===== config.mk =====
export PLATFORM = sky130hd
export DESIGN_NAME = hack_fetch_unit
export DESIGN_NICKNAME = d
export VERILOG_FILES = /design/src/rtl/hack_fetch_unit.sv
export SDC_FILE = /design/constraint.sdc
export NUM_CORES = 1
export LEC_CHECK = 0
export CORE_UTILIZATION = 51
export DETAILED_ROUTE_END_ITERATION = 8
export GPL_ROUTABILITY_DRIVEN = 0
export GPL_TIMING_DRIVEN = 0
export PLACE_DENSITY = 0.84
export SYNTH_ARGS = -nofsm -noshare
export SYNTH_HDL_FRONTEND = slang
export SYNTH_SLANG_ARGS = --single-unit

===== constraint.sdc =====
create_clock -name clk -period 3.5 [get_ports clk]
set_input_delay 1.05 -clock clk [delete_from_list [all_inputs] [get_ports clk]]
set_output_delay 1.05 -clock clk [all_outputs]
set_load 0.02 [all_outputs]

===== src/rtl/hack_fetch_unit.sv =====
// hack_fetch_unit: instruction fetch/issue stage of the Hack CPU.
// Owns the PC, fetches 16-bit words from instruction ROM over a req/ack
// handshake and hands them to decode over a valid/ready handshake. Jump
// redirects from execute retarget the PC and discard any in-flight or
// buffered instruction.
//
// Ports:
//   clk, rst_n                     clock, async active-low reset
//   rom_req/rom_addr               ROM read request and address (held until ack)
//   rom_ack/rom_data               ROM one-cycle data-valid pulse and data
//   instr_out/instr_pc/instr_valid instruction to decode, its address, valid
//   instr_ready                    decode accepts instr_out this cycle
//   jump_taken/jump_target         one-cycle redirect pulse and target
//   icount                         accepted-instruction counter (FETCH_ICOUNT_EN only)
//
// Optional feature macro: FETCH_ICOUNT_EN adds the 32-bit icount output.
module hack_fetch_unit #(
  parameter int unsigned          PC_W     = 15,
  parameter int unsigned          INSTR_W  = 16,
  parameter logic [PC_W-1:0]      RESET_PC = '0
) (
  input  logic               clk,
  input  logic               rst_n,
  output logic               rom_req,
  output logic [PC_W-1:0]    rom_addr,
  input  logic               rom_ack,
  input  logic [INSTR_W-1:0] rom_data,
  output logic [INSTR_W-1:0] instr_out,
  output logic [PC_W-1:0]    instr_pc,
  output logic               instr_valid,
  input  logic               instr_ready,
  input  logic               jump_taken,
  input  logic [PC_W-1:0]    jump_target
`ifdef FETCH_ICOUNT_EN
  ,
  output logic [31:0]        icount
`endif
);

  typedef enum logic [1:0] {BOOT, REQ, HOLD} state_e;

  state_e             state_q, state_d;
  logic [PC_W-1:0]    pc_q, pc_d;
  logic               rom_req_q, rom_req_d;
  logic [PC_W-1:0]    rom_addr_q, rom_addr_d;
  logic [INSTR_W-1:0] instr_out_q, instr_out_d;
  logic [PC_W-1:0]    instr_pc_q, instr_pc_d;
  logic               instr_valid_q, instr_valid_d;
  logic               squash_q, squash_d;

  // Next-state and registered-output logic
  always_comb begin
    state_d       = state_q;
    pc_d          = pc_q;
    rom_req_d     = rom_req_q;
    rom_addr_d    = rom_addr_q;
    instr_out_d   = instr_out_q;
    instr_pc_d    = instr_pc_q;
    instr_valid_d = instr_valid_q;
    squash_d      = squash_q;

    if (jump_taken) pc_d = jump_target;

    case (state_q)
      BOOT: begin
        state_d = REQ;
      end
      REQ: begin
        if (!rom_req_q) begin
          // Idle cycle of REQ: launch the next request (a same-cycle jump wins)
          rom_req_d  = 1'b1;
          rom_addr_d = jump_taken ? jump_target : pc_q;
        end else if (rom_ack) begin
          rom_req_d = 1'b0;
          if (squash_q || jump_taken) begin
            // Stale data: drop it, re-request at the redirected pc after the gap
            squash_d = 1'b0;
          end else begin
            instr_out_d   = rom_data;
            instr_pc_d    = pc_q;
            instr_valid_d = 1'b1;
            pc_d          = pc_q + PC_W'(1);
            state_d       = HOLD;
          end
        end else if (jump_taken) begin
          // Outstanding request must complete unchanged; mark its data stale
          squash_d = 1'b1;
        end
      end
      HOLD: begin
        if (instr_ready || jump_taken) begin
          instr_valid_d = 1'b0;
          state_d       = REQ;
        end
      end
      default: begin
        state_d = BOOT;
      end
    endcase
  end

  always_ff @(posedge clk or negedge rst_n) begin
    if (!rst_n) begin
      state_q       <= BOOT;
      pc_q          <= RESET_PC;
      rom_req_q     <= 1'b0;
      rom_addr_q    <= RESET_PC;
      instr_out_q   <= '0;
      instr_pc_q    <= '0;
      instr_valid_q <= 1'b0;
      squash_q      <= 1'b0;
    end else begin
      state_q       <= state_d;
      pc_q          <= pc_d;
      rom_req_q     <= rom_req_d;
      rom_addr_q    <= rom_addr_d;
      instr_out_q   <= instr_out_d;
      instr_pc_q    <= instr_pc_d;
      instr_valid_q <= instr_valid_d;
      squash_q      <= squash_d;
    end
  end

  assign rom_req     = rom_req_q;
  assign rom_addr    = rom_addr_q;
  assign instr_out   = instr_out_q;
  assign instr_pc    = instr_pc_q;
  assign instr_valid = instr_valid_q;

`ifdef FETCH_ICOUNT_EN
  logic [31:0] icount_q, icount_d;

  // Count only instructions actually handed to decode
  always_comb begin
    icount_d = icount_q;
    if (instr_valid_q && instr_ready) icount_d = icount_q + 32'd1;
  end

  always_ff @(posedge clk or negedge rst_n) begin
    if (!rst_n) icount_q <= '0;
    else        icount_q <= icount_d;
  end

  assign icount = icount_q;
`endif

endmodule

# --- Word level (Yosys, flattened, before mapping) ---
# Cells that the tools add are included.
word_totals:
  register_bits: 66
  output_inout_bits: 48
  word_cells: 48
classes:
  addsub: 1
  eq_ne: 7
  muxes: 20
  bitwise_logic: 2
  n_reduce_logical: 10
op_table:
  columns: ["cell", "n"]
  rows:
  - ["15-bit two-way mux", 5]
  - ["15-bit by 1-bit adder with 15-bit output (second input constant)", 1]
  - ["4-bit AND reduction", 3]
  - ["1-bit two-way mux", 9]
  - ["2-bit two-way mux", 4]
  - ["2-bit != test (second input constant)", 4]
  - ["2-bit case mux with 3 select lines", 1]
  - ["5-bit AND reduction", 1]
  - ["2-bit nonzero test", 2]
  - ["2-bit by 1-bit == test with 1-bit output (second input constant)", 1]
  - ["2-bit == test (second input constant)", 1]
  - ["2-bit zero test", 1]
  - ["1-bit logical OR", 2]
  - ["2-bit by 1-bit != test with 1-bit output (second input constant)", 1]
  - ["1-bit inverter", 2]
  - ["1-bit case mux with 2 select lines", 1]
  - ["2-bit AND reduction", 1]

# --- Longest topological paths before layout ---
depth:
  depth_word: 5
  ltp_mapped: 6

# --- Least setup slack after synthesis ---
# No wires, ideal clock.
synth_path:
  path_kind: "in2reg"
  startpoint: "input rom_ack"
  endpoint: "register pc_q[9]"
  arrival_ps: 1970
  setup_slack_ps: 1388
  stages: 5
  n_path_buf: 1
  cell_sequence: "nand3b_1 -> or3_1 -> buf_2 -> nor4_4 -> a311oi_1"
synth_between:
  elab_chain_cells: 3
synth_rtl:
  columns: ["item", "line", "rtl"]
  rows:
  - ["start, declared", "26", "input logic rom_ack,"]
  - ["15-bit two-way mux", "73", "end else if (rom_ack) begin"]
  - ["15-bit two-way mux", "69", "if (!rom_req_q) begin"]
  - ["15-bit two-way mux", "64", "case (state_q)"]
  - ["named net pc_d[9]", "43", "logic [PC_W-1:0] pc_q, pc_d;"]
  - ["end signal, assigned", "114", "pc_q <= pc_d;"]
  - ["end, declared", "43", null]
# The timed path passes the listed nets, and every way through them passes these cells.
# A chain may end at the register's enable or synchronous reset.

# --- Worst setup path after layout ---
layout_path:
  startpoint: "input jump_taken"
  endpoint: "register rom_addr_q[7] (netlist: rom_addr[7])"
layout_between:
  elab_chain_cells: 1
layout_rtl:
  columns: ["item", "line", "rtl"]
  rows:
  - ["start, declared", "32", "input logic jump_taken,"]
  - ["15-bit two-way mux", "72", "rom_addr_d = jump_taken ? jump_target : pc_q;"]
  - ["end signal, assigned", "116", "rom_addr_q <= rom_addr_d;"]
  - ["end, declared", "45", "logic [PC_W-1:0] rom_addr_q, rom_addr_d;"]
# No other way between the ends.

==> metrics.cfg <==
[worst_setup_path]
r2r_start = state_q[1]
cp-start-kind = primary input
r2r_cells = 5
worstPathRequired_ns = 3.75
setup.worst_path.end = rom_addr[7]
critPathArrivalTime_ns = 2.96
crit_type = in -> reg
cp-end-kind = flip-flop
r2r_end = pc_q[12]
critPathMaxFanout = 10
crit_start = jump_taken
rrSetupSlack_ns = 1.71

[power_and_ir_drop]
seqPwrFrac_pct = 35.0
p_leak_nw = 1.81
internal_power_w = 0.00224
ir_drop_mv = 0.530
powerDensity_nw_per_um2 = 871
combPwrFrac_pct = 42.5
p_switching_w = 0.00133
swShare_pct = 37.3
clock_power_share_pct = 22.5

[sta]
fin_ws_ns = 0.791
rsz0062_at_grt = false
fmax_mhz = 369
worst_pin_slew_ns = 0.829
hold_violations = 0
period_minus_slack_ns = 2.71
fin_skew_ns = 0.00786
slew_headroom_pct = 44.7
setup_violations = 0
slew_violations = 0
post-route-period-util_pct = 77.4

[global_route]
grt_max_degree = 67
antenna_found_initial = 0
grt-ovfl-total = 0
track_usage_pct = 27.8
first_global_vias = 2548
grt_pass1_wl_um = 12700

[synth]
synthesis.area_um2 = 2930
ys_async_sr_fraction_pct = 100
synthFlopType = dfrtp_1
synth_nets = 354
syn_area_per_cell_um2 = 9.23
ys_seq_elements = 66
synth_cell_types = 32
synth_cells = 317
synth_edf_count = 0
yosys_warnings = 0
ys_seq_area_share_pct = 56.4

[cts]
cts_setup_buffers = 0
cts_buffers = 9
clk_latency_ns = 0.35
cts_root_buf = clkbuf_8
cts_tree = built
clock_path_buffers = 2
cts_hold_buf = 0
clkSinkCount = 66
ctsResizeCount = 0
cts_max_level = 3
clkTransAtPathRegs_ns = 0.07

[cells_and_area]
final_util_pct = 74.4
layout_common_cells = nand2_1 (104), clkdlybuf4s50_1 (82), dfrtp_1 (66)
layout_commonest_cell = nand2_1
antenna_cells = 0
area_growth_pct = 40.0
stdcell_area_um2 = 4100
nets = 448
fillers = 388
layout-drive-gt1-share_pct = 7.45

[floorplan]
die_area_um2 = 6050
rows = 27
start_util_pct = 53.1
core_area_um2 = 5510
ioPinCount = 84
die_h_um = 77.8
die_w_um = 77.8

[routing]
first_pass_iters = 4
ant_nets = 0
vias = 2617
routedWlPerCell_um = 15.7
viasPerCell = 5.36
wl_um = 7680
drc = 0
drtIter0Drc = 260

[job]
max_cap_violations = 0

[place]
place_ws_ns = 0.541
io_buffers = 83
dp_hpwl_um = 5170
placed_area_um2 = 3840

[outcome]
status = finished, final reports clean

[worst_hold_path]
hold_class = reg -> reg

## registers in the layout, summed over array words and instances (netlist names)
name,cells
instr_valid,1
instr_pc,15
rom_addr,15
pc_q,15
instr_out,16
state_q,2
rom_req,1
squash_q,1
## critical path: stages
cell and delay, ns:
clkdlybuf4s50_1 0.58, clkbuf_1 0.44, clkbuf_1 0.48, nand2_1 0.19
a31oi_1 0.21
## cell type report
class                      count  area (µm²)  area share, %
inverter                       5        18.8          0.458
sequential                    66        1650           40.3
tap                           72        90.1           2.20
timing repair buffer          83         828           20.2
multi-input combinational    228        1180           28.8
clock inverter                 6         114           2.78
buffer                        18        77.6           1.89
clock buffer                  10         138           3.36
## routing by layer
layer | vias to the layer above | global-route usage (%) | wire length [µm]
li1 | 1244 | - | -
met1 | 1272 | 38.7 | 3330
met2 | 86 | 43.6 | 3840
met3 | 15 | 4.24 | 363
met4 | 0 | 11.3 | 149
met5 | - | 0 | 0
## worst min-delay path by stage
stage / to / cells past startpoint / slack (ns) / start
2_1_floorplan: instr_pc[14] / 2 / 0.45 / pc_q[14]
3_3_place_gp: instr_pc[2] / 2 / 0.46 / instr_pc[2]
3_5_place_dp: instr_pc[0] / 2 / 0.46 / instr_pc[0]
4_1_cts: instr_pc[7] / 2 / 0.48 / instr_pc[7]
5_1_grt: instr_out[2] / 2 / 0.51 / instr_out[2]
6_report: instr_out[3] / 2 / 0.47 / instr_out[3]
## stage by stage
stage               setup TNS, ns  total power (W)  instances  hold slack, ns
floorplan                       0          0.00203        317           0.454
global placement           -49.54          0.00272        472           0.457
detailed placement              0          0.00277        472           0.462
CTS                             0          0.00358        488           0.480
global route                    0          0.00376        488           0.509
finish                          0          0.00357        488           0.473
## power by group through the flow
stage / logic [W] / registers (W) / clock network (W)
floorplan: 0.000474 / 0.00156 / 0
global placement: 0.00147 / 0.00125 / 0
detailed placement: 0.00151 / 0.00126 / 0
CTS: 0.00153 / 0.00125 / 0.000812
global route: 0.00163 / 0.00129 / 0.000841
finish: 0.00152 / 0.00125 / 0.000804
## logic make-up after synthesis
kind of cell / synth area share, %
muxes: 2.48
AOI/OAI and AO/OA: 8.08
xor gates and xnor gates: 2.39
adders and majority gates: 0.427
DFF: 56.4
buffers and inverters: 3.29
and+or+nand+nor: 26.9
## cells in the mapped netlist (2+ instances only)
master	number	area share (%)
a21oi_1	10	1.7
a311oi_1	3	0.90
a31oi_1	11	2.4
and3_1	2	0.43
buf_2	8	1.4
clkbuf_1	10	1.3
dfrtp_1	66	56
inv_1	5	0.64
mux2_2	2	0.77
mux2i_1	5	1.7
nand2_1	104	13
nand2b_1	10	2.1
nand3_1	6	1.0
nand4_1	4	0.85
nor2_1	27	3.5
nor2b_1	4	0.85
nor3_1	3	0.51
nor3_2	2	0.68
nor4_1	4	0.85
nor4_4	2	1.5
o21ai_0	11	1.9
xnor2_1	8	2.4
Power figures use the tool's default switching activity.
